### config.mk
export PLATFORM = sky130hd
export DESIGN_NAME = fnd_scan_ctrl_flat
export DESIGN_NICKNAME = d
export VERILOG_FILES = /design/src/rtl/fnd_pkg.sv /design/src/rtl/fnd_scan_ctrl_if.sv /design/src/rtl/fnd_prescaler.sv /design/src/rtl/fnd_scan_ctrl.sv /design/src/flat_wrapper.sv
export SDC_FILE = /design/constraint.sdc
export NUM_CORES = 1
export LEC_CHECK = 0
export BUFFER_PORTS_ARGS = -buffer_cell sky130_fd_sc_hd__buf_4
export CELL_PAD_IN_SITES_DETAIL_PLACEMENT = 1
export CELL_PAD_IN_SITES_GLOBAL_PLACEMENT = 2
export CORE_ASPECT_RATIO = 0.9
export CORE_MARGIN = 2
export CORE_UTILIZATION = 31
export DETAILED_ROUTE_END_ITERATION = 8
export PLACE_DENSITY = 0.72
export SYNTH_ARGS = -nofsm -noshare
export SYNTH_HDL_FRONTEND = slang
export SYNTH_SLANG_ARGS = --single-unit
### constraint.sdc
create_clock -name clk -period 2.34 [get_ports clk]
set_input_delay 0 -clock clk [delete_from_list [all_inputs] [get_ports clk]]
set_output_delay 0 -clock clk [all_outputs]
set_load 0.01 [all_outputs]
### src/rtl/fnd_pkg.sv
// Shared types and constants for the FND scan controller.
// Digit geometry, scan FSM encoding and polarity helpers.
package fnd_pkg;

  localparam int NUM_DIGITS = 6;
  localparam int DIGIT_W    = 4;

  typedef enum logic [1:0] {
    IDLE,
    BLANK,
    DRIVE
  } scan_state_t;

  // Idle level of the common lines for a given polarity
  function automatic logic [NUM_DIGITS-1:0] com_off(input bit act_low);
    return act_low ? '1 : '0;
  endfunction

  // Idle level of the decimal point for a given polarity
  function automatic logic dp_off(input bit act_low);
    return act_low;
  endfunction

endpackage

### src/rtl/fnd_scan_ctrl_if.sv
// Digit/mask inputs and display-side outputs of the scan controller.
// The master side supplies digits; the slave side is the controller.
interface fnd_scan_ctrl_if;
  import fnd_pkg::*;

  logic                          i_en;
  logic [NUM_DIGITS*DIGIT_W-1:0] i_digits;
  logic [NUM_DIGITS-1:0]         i_dp_mask;
  logic [NUM_DIGITS-1:0]         i_blank_mask;
  logic [NUM_DIGITS-1:0]         o_com;
  logic [DIGIT_W-1:0]            o_num;
  logic                          o_dp;
  logic                          o_frame_done;

  modport master (
    output i_en, i_digits, i_dp_mask, i_blank_mask,
    input  o_com, o_num, o_dp, o_frame_done
  );

  modport slave (
    input  i_en, i_digits, i_dp_mask, i_blank_mask,
    output o_com, o_num, o_dp, o_frame_done
  );

endinterface

### src/rtl/fnd_prescaler.sv
// Modulo-N counter with enable, synchronous clear and terminal count.
// cnt_nxt exposes the value the counter takes at the next edge.
module fnd_prescaler #(
  parameter int N = 8,
  parameter int W = $clog2(N)
) (
  input  logic         clk,
  input  logic         rst,
  input  logic         clr,
  input  logic         en,
  output logic [W-1:0] cnt,
  output logic [W-1:0] cnt_nxt,
  output logic         tc
);

  // Terminal count and next count value
  always_comb begin
    tc      = (cnt == W'(N-1));
    cnt_nxt = cnt;
    if (clr) begin
      cnt_nxt = '0;
    end else if (en) begin
      cnt_nxt = tc ? '0 : cnt + 1'b1;
    end
  end

  // Count register
  always_ff @(posedge clk) begin
    if (rst) begin
      cnt <= '0;
    end else begin
      cnt <= cnt_nxt;
    end
  end

endmodule

### src/rtl/fnd_scan_ctrl.sv
// Six-digit time-multiplexed FND scan controller.
// Outputs are registered from next-state values so they align with the FSM.
module fnd_scan_ctrl
  import fnd_pkg::*;
#(
  parameter int SCAN_DIV    = 50000,
  parameter int BLANK_CYC   = 2,
  parameter int COM_ACT_LOW = 1,
  parameter int DP_ACT_LOW  = 1
) (
  input  logic           clk,
  input  logic           rst,
  fnd_scan_ctrl_if.slave bus
);

  localparam int CW = $clog2(SCAN_DIV);
  localparam int IW = $clog2(NUM_DIGITS);
  localparam int SW = NUM_DIGITS * DIGIT_W;
  localparam logic [IW-1:0] LAST = IW'(NUM_DIGITS-1);
  localparam logic [NUM_DIGITS-1:0] COM_OFF = com_off(COM_ACT_LOW != 0);
  localparam logic DP_OFF = dp_off(DP_ACT_LOW != 0);

  scan_state_t           state_q, state_n;
  logic [IW-1:0]         idx_q, idx_n;
  logic [SW-1:0]         dig_q, dig_n;
  logic [NUM_DIGITS-1:0] dpm_q, dpm_n;
  logic [NUM_DIGITS-1:0] blm_q, blm_n;

  logic [CW-1:0]         cnt, cnt_nxt;
  logic                  tc, pre_clr, pre_en;

  logic [NUM_DIGITS-1:0] com_q, com_n;
  logic [DIGIT_W-1:0]    num_q, num_n;
  logic                  dp_q, dp_n;
  logic                  fd_q, fd_n;

  fnd_prescaler #(
    .N(SCAN_DIV),
    .W(CW)
  ) u_pre (
    .clk    (clk),
    .rst    (rst),
    .clr    (pre_clr),
    .en     (pre_en),
    .cnt    (cnt),
    .cnt_nxt(cnt_nxt),
    .tc     (tc)
  );

  // Scan FSM: slot sequencing, digit index and frame snapshot
  always_comb begin
    state_n = state_q;
    idx_n   = idx_q;
    dig_n   = dig_q;
    dpm_n   = dpm_q;
    blm_n   = blm_q;
    pre_clr = 1'b0;
    pre_en  = 1'b0;
    if (!bus.i_en) begin
      state_n = IDLE;
      idx_n   = '0;
      pre_clr = 1'b1;
    end else begin
      unique case (state_q)
        IDLE: begin
          state_n = BLANK;
          idx_n   = '0;
          pre_clr = 1'b1;
          dig_n   = bus.i_digits;
          dpm_n   = bus.i_dp_mask;
          blm_n   = bus.i_blank_mask;
        end
        BLANK, DRIVE: begin
          pre_en = 1'b1;
          if (tc) begin
            state_n = BLANK;
            if (idx_q == LAST) begin
              idx_n = '0;
              dig_n = bus.i_digits;
              dpm_n = bus.i_dp_mask;
              blm_n = bus.i_blank_mask;
            end else begin
              idx_n = idx_q + 1'b1;
            end
          end else if (state_q == BLANK &&
                       cnt == CW'(BLANK_CYC-1)) begin
            state_n = DRIVE;
          end
        end
        default: begin
          state_n = IDLE;
          idx_n   = '0;
          pre_clr = 1'b1;
        end
      endcase
    end
  end

  // Output values for the upcoming cycle
  always_comb begin
    com_n = COM_OFF;
    num_n = '0;
    dp_n  = DP_OFF;
    fd_n  = 1'b0;
    if (state_n != IDLE) begin
      num_n = dig_n[idx_n*DIGIT_W +: DIGIT_W];
      fd_n  = (cnt_nxt == CW'(SCAN_DIV-1)) && (idx_n == LAST);
      if (state_n == DRIVE) begin
        if (!blm_n[idx_n]) begin
          com_n = COM_OFF ^ (NUM_DIGITS'(1) << idx_n);
        end
        dp_n = DP_OFF ^ dpm_n[idx_n];
      end
    end
  end

  // State, snapshot and output registers
  always_ff @(posedge clk) begin
    if (rst) begin
      state_q <= IDLE;
      idx_q   <= '0;
      dig_q   <= '0;
      dpm_q   <= '0;
      blm_q   <= '0;
      com_q   <= COM_OFF;
      num_q   <= '0;
      dp_q    <= DP_OFF;
      fd_q    <= 1'b0;
    end else begin
      state_q <= state_n;
      idx_q   <= idx_n;
      dig_q   <= dig_n;
      dpm_q   <= dpm_n;
      blm_q   <= blm_n;
      com_q   <= com_n;
      num_q   <= num_n;
      dp_q    <= dp_n;
      fd_q    <= fd_n;
    end
  end

  assign bus.o_com        = com_q;
  assign bus.o_num        = num_q;
  assign bus.o_dp         = dp_q;
  assign bus.o_frame_done = fd_q;

endmodule

### src/flat_wrapper.sv
// flat-port wrapper written by rule: the top's interface ports become plain ports
module fnd_scan_ctrl_flat import fnd_pkg::*;
#(
  parameter int SCAN_DIV    = 50000,
  parameter int BLANK_CYC   = 2,
  parameter int COM_ACT_LOW = 1,
  parameter int DP_ACT_LOW  = 1
)
  (clk, rst, bus_i_en, bus_i_digits, bus_i_dp_mask, bus_i_blank_mask, bus_o_com, bus_o_num, bus_o_dp, bus_o_frame_done);
  fnd_scan_ctrl_if bus_i ();
  input  logic clk;
  input  logic rst;
  input wire logic [$bits(bus_i.i_en)-1:0] bus_i_en;
  input wire logic [$bits(bus_i.i_digits)-1:0] bus_i_digits;
  input wire logic [$bits(bus_i.i_dp_mask)-1:0] bus_i_dp_mask;
  input wire logic [$bits(bus_i.i_blank_mask)-1:0] bus_i_blank_mask;
  output wire logic [$bits(bus_i.o_com)-1:0] bus_o_com;
  output wire logic [$bits(bus_i.o_num)-1:0] bus_o_num;
  output wire logic [$bits(bus_i.o_dp)-1:0] bus_o_dp;
  output wire logic [$bits(bus_i.o_frame_done)-1:0] bus_o_frame_done;
  assign bus_i.i_en = bus_i_en;
  assign bus_i.i_digits = bus_i_digits;
  assign bus_i.i_dp_mask = bus_i_dp_mask;
  assign bus_i.i_blank_mask = bus_i_blank_mask;
  assign bus_o_com = bus_i.o_com;
  assign bus_o_num = bus_i.o_num;
  assign bus_o_dp = bus_i.o_dp;
  assign bus_o_frame_done = bus_i.o_frame_done;
  fnd_scan_ctrl #(.SCAN_DIV(SCAN_DIV), .BLANK_CYC(BLANK_CYC), .COM_ACT_LOW(COM_ACT_LOW), .DP_ACT_LOW(DP_ACT_LOW)) u_core (.clk(clk), .rst(rst), .bus(bus_i));
endmodule
==> out/qor.csv <==
stage,metric,value,unit
critical_path,crit path DAT,2570,ps
sta,Max Clock Skew,7.13,ps
yosys,largest area contributor in the synthesized netlist,dfxtp_1,
cells_and_area,Diodes inserted,0,
sta,final period utilization,0.979,
route,via count,3308,
place,PortBufs,50,
pwr,Comb pwr share,0.122,
yosys,top cell type's share of synthesized area,0.418,
sta,Final Hold Vio Count,0,
pwr,peak supply drop,520,uV
hold_path,hold_sp,bus_i_digits[19],
yosys,Synth Cell Area,3310,um^2
yosys,sequential share of the synthesized area,0.418,
place,Detailed Place HPWL,7.24,mm
critical_path,"setup slack, reg-to-reg",50,ps
cells_and_area,Total Nets Final,540,
place,Final Wtd Congestion,0.832,
critical_path,Worst R2R End,u_core.bus.o_com[1],
critical_path,reg2reg start,u_core.state_q[0],
sta,min Tclk post-route,2290,ps
sta,measured slew at the worst slew-check pin,514,ps
critical_path,critical path type,reg -> reg,
cts,clk_lat worst skew,340,ps
global_routing,Overflow after GRT,0,
cells_and_area,layout cells sized above 1,0.355,
route,post-detailed-route count of antenna-violating nets,0,
cts,Max Buffers Root-to-Sink,2,
floorplan,Die Span Y,102,um
critical_path,Critical Path Start Type,flip-flop,
route,total iterations of the first detailed-routing run,5,
pwr,leakage power,0.00199,uW
sta,Setup Total Neg Slack,0,ps
yosys,synth cell count leaders,"dfxtp_1 (69), nor2_1 (58), a22oi_1 (27)",
pwr,Flop pwr share,0.417,
yosys,Syn Nets,414,
cts,CTS tree,built,
sta,endpoints failing setup,0,
place,Inst Count DP,571,
yosys,Synth Instances,370,
yosys,yosys warns,0,
global_routing,initial antenna violation count,0,
sta,worst hold margin,31.1,ps
critical_path,CP required,2620,ps
pwr,Clk pwr share,0.461,
sta,f_max,0.436,GHz
cts,clock slew at reported path FFs,50,ps
pwr,design internal power,2240,uW
floorplan,Initial Utilization,0.321,
run_status,status,"complete, no violations",
cts,clock root cell,clkbuf_16,
cells_and_area,"Cell Count, Final, Fillers Out",630,
yosys,top post-synthesis cells by area,"dfxtp_1 (42%), nor2_1 (6.6%), a22oi_1 (6.1%), xnor2_1 (2.6%), nor2b_1 (2.5%)",
hold_path,Hold Path Sink,u_core.dig_q[19],
floorplan,top-level port count,51,
yosys,ys flop type,dfxtp_1,
global_routing,first-pass GRT wire length,17.6,mm
floorplan,CORE AREA,10300,um^2
run,max cap viols,0,
route,routed length per instance,17.6,um
yosys,Yosys cell types,60,
route,DRT iter0 DRCs,114,
route,via-per-instance ratio,5.25,
sta,"Worst Setup Slack, final",48.1,ps
yosys,"Avg Cell Area, Syn",8.93,um^2
sta,"Slew Viols, Final",0,
yosys,"EDFF count, synth",0,
yosys,synthesized flop and latch total,69,
cts,CTS buffer count,9,
sta,Slew HR,0.657,
critical_path,CP max FO,8,
hold_path,hold depth,3,
critical_path,CP endpoint kind,flip-flop,
hold_path,Hold/Removal Path Class,in -> reg,
floorplan,# rows,35,
cts,H-tree Lvls,3,
pwr,sw frac,0.243,
sta,RSZ-0062 raised after global routing,yes,
yosys,Post-synth ARST share,0,
critical_path,worst r2r path cells,10,
place,pre-CTS setup slack,-372,ps
route,routed wire length,11.1,mm
global_routing,largest net degree at the start of global routing,46,
global_routing,total track usage,0.195,
pwr,net switching power,719,uW
floorplan,DIE WIDTH,113,um
yosys,"count leader, synth",dfxtp_1,
route,drt drc,0,
cts,CTS Sinks,69,
cells_and_area,Synth-to-Final Area Change,51.3,%
global_routing,vias in the first global route,3379,
floorplan,die area,11500,um^2
pwr,PwrDens,591,nW/um^2
-- power groups by stage --
stage / registers (uW) / logic [uW] / clock network [uW]
2_1_floorplan: 1250 / 152 / 0
3_3_place_gp: 1250 / 256 / 0
3_5_place_dp: 1260 / 259 / 0
4_1_cts: 1230 / 337 / 1400
5_1_grt: 1240 / 390 / 1440
6_report: 1230 / 360 / 1360
-- state kept, by name, indices dropped and copies added (netlist names) --
name and count:
u_core.u_pre.cnt 16, u_core.dpm_q 6, u_core.bus.o_com 6, u_core.bus.o_num 4, u_core.bus.o_frame_done 1, u_core.state_q 2, u_core.idx_q 3, u_core.bus.o_dp 1
u_core.dig_q 24, u_core.blm_q 6
-- layout by cell type (no fill, tap or decap), drive strengths merged, types with 9 or more instances in the layout --
master,Yosys,routed
nor2b,13,13
xnor2,10,10
nand3,13,13
a22oi,28,28
dlygate4sd3,0,25
dfxtp,69,69
clkbuf,10,11
nor2,58,58
nand2,18,18
a22o,9,9
a211oi,9,9
a21oi,10,10
inv,10,11
buf,13,111
-- critical path, stage by stage (launching register included) --
cell and delay (ps):
dfxtp_2 330, ha_1 210, buf_4 150, or3_4 390
o31ai_4 190, buf_6 180, buf_12 130, a22oi_2 70
o221a_2 320, and2_4 180, nand3b_1 80
-- worst max-delay path by stage --
stage,from,endpoint,slack (ps),depth (start not counted)
floorplan,u_core.state_q[0],u_core.bus.o_dp,30,10
global placement,u_core.state_q[1],u_core.bus.o_num[1],-320,8
detailed placement,u_core.state_q[1],u_core.bus.o_num[1],-370,8
CTS,u_core.state_q[0],u_core.bus.o_num[3],-0.7,12
global route,u_core.state_q[0],u_core.bus.o_dp,-70,11
finish,u_core.state_q[0],u_core.bus.o_com[1],50,10
-- per-stage QoR --
| stage | utilization | area, um^2 | power (uW) |
|---|---|---|---|
| 5_1_grt | 0.486 | 5000 | 3060 |
| 3_3_place_gp | 0.396 | 4070 | 1510 |
| 2_1_floorplan | - | 3310 | 1410 |
| 6_report | 0.486 | 5000 | 2960 |
| 3_5_place_dp | 0.396 | 4070 | 1510 |
| 4_1_cts | 0.469 | 4820 | 2960 |
-- cells by family after synthesis --
group / Yosys count / synth area share
AND/OR/NAND/NOR: 147 / 0.238
AO/OA/AOI/OAI: 98 / 0.225
flip-flops: 69 / 0.418
buffers and inverters: 33 / 0.0507
XOR/XNOR: 14 / 0.0371
adder cells (fa/ha/maj): 5 / 0.0189
multiplexers: 4 / 0.0121
-- cell type report --
cell class | instances | area [um^2]
clock buffers | 11 | 233
inverters | 10 | 37.5
flip-flops and latches | 69 | 1390
clock inverters | 5 | 60.1
well taps | 129 | 161
multi-input cells | 270 | 1990
repair buffers | 136 | 1140
fillers | 1159 | 5290
-- layer usage --
metal,vias to the layer above,global-route usage,routed length [um]
met5,-,0,0
met4,0,0.0666,169
met3,17,0.0374,411
met2,61,0.313,5190
met1,1622,0.266,5330
li1,1608,-,-
-- repair_timing --
| action | 4_1_cts | 5_1_grt |
|---|---|---|
| pin swaps | 14 | 19 |
| hold buffers | 25 | 0 |
| gates cloned | 3 | 1 |
| setup buffers | 7 | 9 |
| hold endpoints to repair | 25 | 0 |
| endpoints found under the setup margin | 11 | 12 |
| resized for setup | 25 | 27 |
Power figures use the tool's default switching activity.
